--- config.mk ---
export PLATFORM = sky130hd
export DESIGN_NAME = uart_rx_framer
export DESIGN_NICKNAME = d
export VERILOG_FILES = /design/src/rtl/uart_rx_framer.sv
export SDC_FILE = /design/constraint.sdc
export NUM_CORES = 1
export LEC_CHECK = 0
export CAP_MARGIN = 20
export CORE_UTILIZATION = 50
export DETAILED_ROUTE_END_ITERATION = 7
export PLACE_DENSITY = 0.78
export RECOVER_POWER = 25
export SLEW_MARGIN = 25
export SYNTH_ARGS = -nofsm -noshare
export SYNTH_HDL_FRONTEND = slang
export SYNTH_SLANG_ARGS = --single-unit
--- constraint.sdc ---
create_clock -name clk -period 20.3 [get_ports clk]
set_input_delay 5.075 -clock clk [delete_from_list [all_inputs] [get_ports clk]]
set_output_delay 5.075 -clock clk [all_outputs]
set_load 0.05 [all_outputs]
--- src/rtl/uart_rx_framer.sv ---
// Frame assembler behind the UART receiver: SYNC, CMD, payload, XOR checksum.
// Validated frames are held on a valid/ready interface; bad or stalled frames raise one-cycle error pulses.
module uart_rx_framer #(
    parameter int         PAYLOAD_BYTES  = 8,
    parameter logic [7:0] SYNC_BYTE      = 8'hA5,
    parameter int         TIMEOUT_CYCLES = 1000000
) (
    input  logic                       clk,
    input  logic                       reset,
    input  logic                       rx_empty,
    input  logic [7:0]                 rx_data,
    output logic                       uld_rx_data,
    output logic [7:0]                 frame_cmd,
    output logic [8*PAYLOAD_BYTES-1:0] frame_payload,
    output logic                       frame_valid,
    input  logic                       frame_ready,
    output logic                       err_chksum,
    output logic                       err_timeout,
    output logic                       busy
);

    localparam int PAY_W = 8 * PAYLOAD_BYTES;
    localparam int IDX_W = (PAYLOAD_BYTES > 1) ? $clog2(PAYLOAD_BYTES) : 1;
    localparam int TMO_W = $clog2(TIMEOUT_CYCLES) + 1;
    localparam logic [IDX_W-1:0] IDX_LAST = IDX_W'(PAYLOAD_BYTES - 1);
    localparam logic [TMO_W-1:0] TMO_LAST = TMO_W'(TIMEOUT_CYCLES - 1);

    typedef enum logic [2:0] {
        ST_HUNT    = 3'd0,
        ST_CMD     = 3'd1,
        ST_PAYLOAD = 3'd2,
        ST_CHK     = 3'd3,
        ST_HOLD    = 3'd4
    } state_t;

    function automatic logic [7:0] chk_update(input logic [7:0] acc, input logic [7:0] data);
        return acc ^ data;
    endfunction

    state_t             state_r, state_nxt_s;
    logic               fetch_ph_r;
    logic [7:0]         cmd_r, cmd_nxt_s;
    logic [PAY_W-1:0]   shift_r, shift_nxt_s;
    logic [7:0]         chk_r, chk_nxt_s;
    logic [IDX_W-1:0]   idx_r, idx_nxt_s;
    logic [TMO_W-1:0]   tmo_r, tmo_nxt_s;
    logic [7:0]         frame_cmd_r, frame_cmd_nxt_s;
    logic [PAY_W-1:0]   frame_payload_r, frame_payload_nxt_s;
    logic               frame_valid_r, frame_valid_nxt_s;
    logic               err_chksum_r, err_chksum_nxt_s;
    logic               err_timeout_r, err_timeout_nxt_s;
    logic               busy_r;
    logic               uld_s, strobe_s, framing_s, tmo_hit_s;

    // The byte requested last cycle is on rx_data now; a new unload is never issued in that cycle.
    assign uld_s     = !fetch_ph_r && !rx_empty && (state_r != ST_HOLD);
    assign strobe_s  = fetch_ph_r;
    assign framing_s = (state_r == ST_CMD) || (state_r == ST_PAYLOAD) || (state_r == ST_CHK);
    assign tmo_hit_s = framing_s && !strobe_s && (tmo_r == TMO_LAST);

    assign uld_rx_data   = uld_s;
    assign frame_cmd     = frame_cmd_r;
    assign frame_payload = frame_payload_r;
    assign frame_valid   = frame_valid_r;
    assign err_chksum    = err_chksum_r;
    assign err_timeout   = err_timeout_r;
    assign busy          = busy_r;

    // Next-state and datapath updates for the frame FSM.
    always_comb begin
        state_nxt_s         = state_r;
        cmd_nxt_s           = cmd_r;
        shift_nxt_s         = shift_r;
        chk_nxt_s           = chk_r;
        idx_nxt_s           = idx_r;
        tmo_nxt_s           = tmo_r;
        frame_cmd_nxt_s     = frame_cmd_r;
        frame_payload_nxt_s = frame_payload_r;
        frame_valid_nxt_s   = frame_valid_r;
        err_chksum_nxt_s    = 1'b0;
        err_timeout_nxt_s   = 1'b0;

        if (tmo_hit_s) begin
            err_timeout_nxt_s = 1'b1;
            state_nxt_s       = ST_HUNT;
            tmo_nxt_s         = '0;
            idx_nxt_s         = '0;
            chk_nxt_s         = 8'h00;
        end else begin
            // A byte strobe always restarts the inter-byte window.
            if (framing_s && !strobe_s) begin
                tmo_nxt_s = tmo_r + TMO_W'(1);
            end else begin
                tmo_nxt_s = '0;
            end

            case (state_r)
                ST_HUNT: begin
                    if (strobe_s && (rx_data == SYNC_BYTE)) begin
                        state_nxt_s = ST_CMD;
                    end else begin
                        state_nxt_s = ST_HUNT;
                    end
                end
                ST_CMD: begin
                    if (strobe_s) begin
                        cmd_nxt_s   = rx_data;
                        chk_nxt_s   = rx_data;
                        idx_nxt_s   = '0;
                        state_nxt_s = ST_PAYLOAD;
                    end else begin
                        state_nxt_s = ST_CMD;
                    end
                end
                ST_PAYLOAD: begin
                    if (strobe_s) begin
                        shift_nxt_s = PAY_W'({shift_r, rx_data});
                        chk_nxt_s   = chk_update(chk_r, rx_data);
                        if (idx_r == IDX_LAST) begin
                            idx_nxt_s   = '0;
                            state_nxt_s = ST_CHK;
                        end else begin
                            idx_nxt_s   = idx_r + IDX_W'(1);
                            state_nxt_s = ST_PAYLOAD;
                        end
                    end else begin
                        state_nxt_s = ST_PAYLOAD;
                    end
                end
                ST_CHK: begin
                    if (strobe_s && (rx_data == chk_r)) begin
                        frame_cmd_nxt_s     = cmd_r;
                        frame_payload_nxt_s = shift_r;
                        frame_valid_nxt_s   = 1'b1;
                        state_nxt_s         = ST_HOLD;
                    end else if (strobe_s) begin
                        err_chksum_nxt_s = 1'b1;
                        state_nxt_s      = ST_HUNT;
                    end else begin
                        state_nxt_s = ST_CHK;
                    end
                end
                ST_HOLD: begin
                    if (frame_valid_r && frame_ready) begin
                        frame_valid_nxt_s = 1'b0;
                        state_nxt_s       = ST_HUNT;
                    end else begin
                        state_nxt_s = ST_HOLD;
                    end
                end
                default: begin
                    frame_valid_nxt_s = 1'b0;
                    state_nxt_s       = ST_HUNT;
                end
            endcase
        end
    end

    // FSM state register.
    always_ff @(posedge clk or posedge reset) begin
        if (reset) begin
            state_r <= ST_HUNT;
        end else begin
            state_r <= state_nxt_s;
        end
    end

    // Datapath, handshake and status registers.
    always_ff @(posedge clk or posedge reset) begin
        if (reset) begin
            fetch_ph_r      <= 1'b0;
            cmd_r           <= 8'h00;
            shift_r         <= '0;
            chk_r           <= 8'h00;
            idx_r           <= '0;
            tmo_r           <= '0;
            frame_cmd_r     <= 8'h00;
            frame_payload_r <= '0;
            frame_valid_r   <= 1'b0;
            err_chksum_r    <= 1'b0;
            err_timeout_r   <= 1'b0;
            busy_r          <= 1'b0;
        end else begin
            fetch_ph_r      <= uld_s;
            cmd_r           <= cmd_nxt_s;
            shift_r         <= shift_nxt_s;
            chk_r           <= chk_nxt_s;
            idx_r           <= idx_nxt_s;
            tmo_r           <= tmo_nxt_s;
            frame_cmd_r     <= frame_cmd_nxt_s;
            frame_payload_r <= frame_payload_nxt_s;
            frame_valid_r   <= frame_valid_nxt_s;
            err_chksum_r    <= err_chksum_nxt_s;
            err_timeout_r   <= err_timeout_nxt_s;
            busy_r          <= (state_nxt_s != ST_HUNT);
        end
    end

endmodule
==> reports/results.tsv, run 1 <==
stage	metric	value	unit
run_status	status	finished, violations left	
run_status	failing checks	capacitance limit, slew limit	
worst_setup_path	Crit Path Class	in -> out	
synth	flip-flop and latch count after synthesis	184	
final_layout	Area growth, synth to finish	21.8	%
pwr	power density cells	84.2	nW/um^2
synth	top cells by area, synth	dfrtp_1 (61%), mux2_2 (20%), xnor2_1 (1.7%)	
sta	Post-Route Setup TNS	0	ns
worst_setup_path	Worst EP arrival	6.74	ns
clocking	CTS Sinks	184	
routing	WL/cell	17.3	um
sta	setup repair after global routing missed its margin	false	
sta	final hold slack	0.502	ns
routing	drt first pass iters	4	
synth	syn nets	555	
final_layout	Post-layout nets	640	
clocking	clock root cell	clkbuf_16	
pwr	Final Total Pwr	0.772	mW
worst_setup_path	Worst Setup End Kind	output pin	
worst_setup_path	CP peak stage delay	0.86	ns
worst_setup_path	crit path from	rx_empty	
synth	Ys Warns	0	
sta	Tcrit/Tclk final	0.582	
routing	post-route ant nets	0	
clocking	Post-CTS Setup Bufs	0	
synth	Mapped Cells	540	
sta	# setup viols final	0	
placement	gpl congestion	0.781	
sta	count of final hold-check violations	0	
sta	Max Clk Rate	84.7	MHz
global_route	largest net degree at the start of global routing	98	
clocking	latest clock arrival within the worst-skew pair	0.42	ns
global_route	antenna violations before repair	0	
floorplan	I/O pin count	89	
worst_setup_path	r2r worst-path depth	5	
synth	asr flop ratio synth	1.00	
clocking	CTS tree	done	
clocking	CTS max path bufs	2	
pwr	Pleak	4.22	nW
clocking	H-tree Lvls	4	
global_route	Total Routing Usage GR	0.194	
routing	Residual DRC	0	
worst_hold_path	Worst Hold Depth	1	
placement	DP HPWL	9240	um
synth	number of synthesized flops with an enable pin	0	
routing	DR vias	4566	
global_route	global-route wire length before repair	23900	um
sta	worst slew pin tran	4.17	ns
floorplan	initial core utilization	0.516	
final_layout	Layout fillers	1085	
synth	Synth cell types	40	
final_layout	layout cells sized above 1	0.285	
worst_hold_path	Hold Crit Class	reg -> reg	
floorplan	Rows	44	
synth	top_reg_cell synth	dfrtp_1	
synth	Synth top cells by count	dfrtp_1 (184), mux2_2 (137), nor2_1 (30)	
final_layout	diode count	0	
pwr	Worst VDD drop	0.0000722	V
sta	slew margin rel.	-1.80	
floorplan	Die Area	15500	um^2
worst_setup_path	CP Max Fanout	2	
global_route	vias in the first global route	4753	
floorplan	chip height	125	um
routing	Routed WL	14200	um
sta	Period minus WS final	11.81	ns
sta	clock skew	0.00639	ns
global_route	GR Overflow Total	0	
routing	Detailed Route Iter0 Violations	290	
worst_setup_path	CP max-delay cell	clkdlybuf4s50_1	
floorplan	CORE AREA	14600	um^2
job	Max-cap violations	3	
clocking	hold bufs inserted after CTS	0	
synth	Syn Area/Cell	13.9	um^2
synth	most numerous cell in the Yosys netlist	dfrtp_1	
clocking	Reg clk slew, reported paths	0.07	ns
clocking	post_cts resized	0	
clocking	total CTS buffers	17	
worst_hold_path	Worst Min Path Start	cmd_r[2]	
worst_setup_path	Critical Path RT	15.23	ns
worst_setup_path	startpoint types	input pin	
synth	Syn Std Cell Area	7530	um^2
synth	post-synth top area share	0.612	
synth	post-synthesis sequential area ratio	0.612	
worst_setup_path	CP cell instances	dlygate4sd3_1, a211oi_1, clkdlybuf4s50_1	
placement	count of input and output buffers	88	
sta	Slew Limit Fails	171	
worst_setup_path	worst r2r src	state_r[2]	
routing	vias per cell	5.55	
floorplan	Die W	125	um
synth	area leader, netlist	dfrtp_1	
## cell usage in the layout, fill, tap and decap left out, types with 6 or more instances in the layout
cell,Yosys,layout
a21oi_1,17,17
xnor2_1,15,15
clkdlybuf4s50_1,0,78
mux2_2,137,137
nand4_1,8,8
o311ai_0,9,9
dfrtp_1,184,184
o21ai_0,11,11
nand3_1,13,13
dlygate4sd3_1,0,10
nor3b_1,6,6
nor2_1,30,30
clkbuf_16,0,17
xor2_1,6,6
mux2_4,7,7
nand2_1,20,20
## state kept, by name, indices dropped and copies added (netlist names)
name,count
state_r,3
cmd_r,8
idx_r,3
chk_r,8
shift_r,64
err_timeout,1
fetch_ph_r,1
err_chksum,1
frame_payload,64
frame_valid,1
tmo_r,21
busy,1
frame_cmd,8
## metrics by stage
step | area (um^2) | std cells | setup slack, ns | utilization
CTS | 9200 | 822 | 8.63 | 0.631
detailed placement | 8560 | 790 | 8.64 | 0.587
floorplan | 7530 | 540 | 8.95 | -
global route | 9170 | 822 | 8.43 | 0.628
global placement | 8560 | 790 | 8.68 | 0.587
finish | 9170 | 822 | 8.49 | 0.628
## layout make-up
cell class                      instances  area [um^2]  area share
Clock buffer                           20          447      0.0487
Clock inverter                         12          189      0.0206
Tap cell                              184          230      0.0251
Inverter                                3         12.5     0.00136
Timing Repair Buffer                   94          918       0.100
Multi-Input combinational cell        325         2770       0.302
Sequential cell                       184         4600       0.502
## metal layers
metal	vias up	global-route usage	wire, um
li1	2104	-	-
met1	2361	0.251	6300
met2	84	0.320	7230
met3	17	0.0430	459
met4	0	0.0723	201
met5	-	0	0
## critical path: cells and delay by family
family	cells	cell delay (ns)
buf+inv	2	1.40
compound gates	1	0.25
## final timing paths
path                                      to  slack, ns
min                                 cmd_r[2]       0.50
max                              uld_rx_data       8.49
max in group asynchronous  frame_payload[10]      11.94
min in group asynchronous        shift_r[62]       6.36
min reg2reg                         cmd_r[2]       0.50
max reg2reg                         chk_r[5]      15.89
## logic make-up after synthesis
family	share of synthesized area
AO/OA/AOI/OAI	0.0394
flip-flops	0.612
buffers and inverters	0.0216
XOR/XNOR	0.0244
adder cells (fa/ha/maj)	0.00499
AND/OR/NAND/NOR	0.0775
multiplexers	0.220
## power breakdown
group | switching (mW) | internal (mW)
sequential | 0.00910 | 0.377
combinational | 0.0198 | 0.0151
clock | 0.139 | 0.212
Note: power is estimated with default switching activity, not from simulation.
==> inputs of run 2 (changes only) <==
Settings changed: PLACE_DENSITY 0.78 to 0.8.
Clock period 20.3 ns to 10.4 ns, I/O delays scaled along.
==> reports/results.tsv, run 2 (synthesis results as in run 1) <==
stage	metric	value	unit	change
global_route	vias in the first global route	4746		-0.15%
routing	vias per cell	5.57		+0.35%
clocking	CTS tree	done		
final_layout	commonest non-fill, non-tap cell in the layout	dfrtp_1		
clocking	total CTS buffers	17		unchanged
routing	DR vias	4582		+0.35%
worst_setup_path	CP Max Fanout	2		unchanged
pwr	power density cells	164	nW/um^2	+94%
floorplan	initial core utilization	0.516		unchanged
routing	Detailed Route Iter0 Violations	276		-4.8%
worst_setup_path	startpoint types	input pin		
final_layout	Layout fillers	1045		-3.7%
final_layout	diode count	0		unchanged
worst_setup_path	Worst Setup End Kind	output pin		
floorplan	I/O pin count	89		unchanged
placement	count of input and output buffers	88		unchanged
final_layout	Area growth, synth to finish	22.3	%	
sta	Slew Limit Fails	204		+19%
sta	setup repair after global routing missed its margin	false		
clocking	CTS Sinks	184		unchanged
sta	Max Clk Rate	146	MHz	
run_status	status	finished, violations left		
worst_hold_path	Hold Crit Class	reg -> reg		
clocking	latest clock arrival within the worst-skew pair	0.43	ns	about the same
floorplan	Die Area	15500	um^2	unchanged
routing	Residual DRC	0		unchanged
sta	Tcrit/Tclk final	0.658		
final_layout	most frequent cells in the layout	dfrtp_1 (184), mux2_2 (137), clkdlybuf4s50_1 (78), nor2_1 (30), nand2_1 (20)		
sta	setup ws final	3.56	ns	-4.93 ns
final_layout	area of the multi-input gates	2780	um^2	+0.54%
worst_setup_path	Crit Path Class	in -> out		
clocking	hold bufs inserted after CTS	0		unchanged
worst_setup_path	Critical Path RT	7.80	ns	-7.43 ns
placement	Setup Slack @ Placement	3.68	ns	-4.97 ns
sta	clock skew	0.00985	ns	+0.00345 ns
clocking	CTS max path bufs	2		unchanged
clocking	clock root cell	clkbuf_16		
pwr	Worst VDD drop	0.000134	V	+86%
floorplan	chip height	125	um	unchanged
sta	# setup viols final	0		unchanged
worst_setup_path	Worst EP arrival	4.24	ns	-2.50 ns
clocking	Reg clk slew, reported paths	0.06	ns	about the same
sta	Post-Route Setup TNS	0	ns	unchanged
floorplan	CORE AREA	14600	um^2	unchanged
clocking	H-tree Lvls	4		unchanged
placement	gpl congestion	0.802		+2.7%
final_layout	Post-layout nets	640		unchanged
final_layout	layout cells sized above 1	0.292		+0.00627
sta	worst slew pin tran	4.69	ns	+0.515 ns
global_route	antenna violations before repair	0		unchanged
global_route	largest net degree at the start of global routing	110		+12%
pwr	Pleak	4.23	nW	+0.38%
sta	Period minus WS final	6.84	ns	
floorplan	Rows	44		unchanged
sta	count of final hold-check violations	0		unchanged
global_route	GR Overflow Total	0		unchanged
clocking	post_cts resized	0		unchanged
placement	DP HPWL	9030	um	-2.3%
run_status	failing checks	capacitance limit, slew limit		
routing	Routed WL	14200	um	+0.16%
final_layout	storage element area	4600	um^2	unchanged
sta	final hold slack	0.503	ns	+0.00132 ns
floorplan	Die W	125	um	unchanged
routing	drt first pass iters	4		unchanged
job	Max-cap violations	3		unchanged
clocking	Post-CTS Setup Bufs	0		unchanged
routing	post-route ant nets	0		unchanged
global_route	Total Routing Usage GR	0.196		+0.00208
routing	WL/cell	17.3	um	+0.16%
sta	slew margin rel.	-2.14		-0.345
global_route	global-route wire length before repair	24100	um	+1.2%
run 2: final timing paths:
check	start	end	slack (ns)	cells after the start
setup / recovery	rx_empty	uld_rx_data	3.56	3
hold / removal	shift_r[58]	shift_r[58]	0.50	1
setup reg to reg	state_r[2]	chk_r[3]	5.05	5
hold reg to reg	shift_r[58]	shift_r[58]	0.50	1
max in group asynchronous	reset	shift_r[54]	4.19	4
min in group asynchronous	reset	frame_payload[47]	4.02	2
run 2: critical path: stages:
cell and delay [ns]:
dlygate4sd3_1 0.53, a211oi_1 0.24, clkdlybuf4s50_1 0.86
run 2: per-stage QoR:
stage	instance area, um^2	std cells	utilization	total power [mW]
after floorplan	7530	540	-	0.811
after global placement	8560	789	0.586	0.832
after detailed placement	8560	789	0.586	0.839
after CTS	9200	821	0.630	1.52
after global routing	9210	822	0.631	1.56
final	9210	822	0.631	1.51
run 2: area by class of cell:
cell class                 count  share of cell area
sequential                   184               0.500
multi-input combinational    325               0.302
clock inverter                11              0.0173
tap                          184              0.0250
timing repair buffer          94               0.102
inverter                       3             0.00136
clock buffer                  21              0.0522
run 2: where the power goes:
part	total (mW)	internal [mW]	switching [mW]
Clock	0.683	0.408	0.274
Sequential	0.755	0.736	0.0187
Combinational	0.0707	0.0316	0.0391
run 2: layer usage:
| layer | vias up | wire length [um] | track usage |
|---|---|---|---|
| li1 | 2104 | - | - |
| met1 | 2348 | 6280 | 0.257 |
| met2 | 104 | 6960 | 0.303 |
| met3 | 26 | 611 | 0.0524 |
| met4 | 0 | 358 | 0.0943 |
| met5 | - | 0 | 0 |
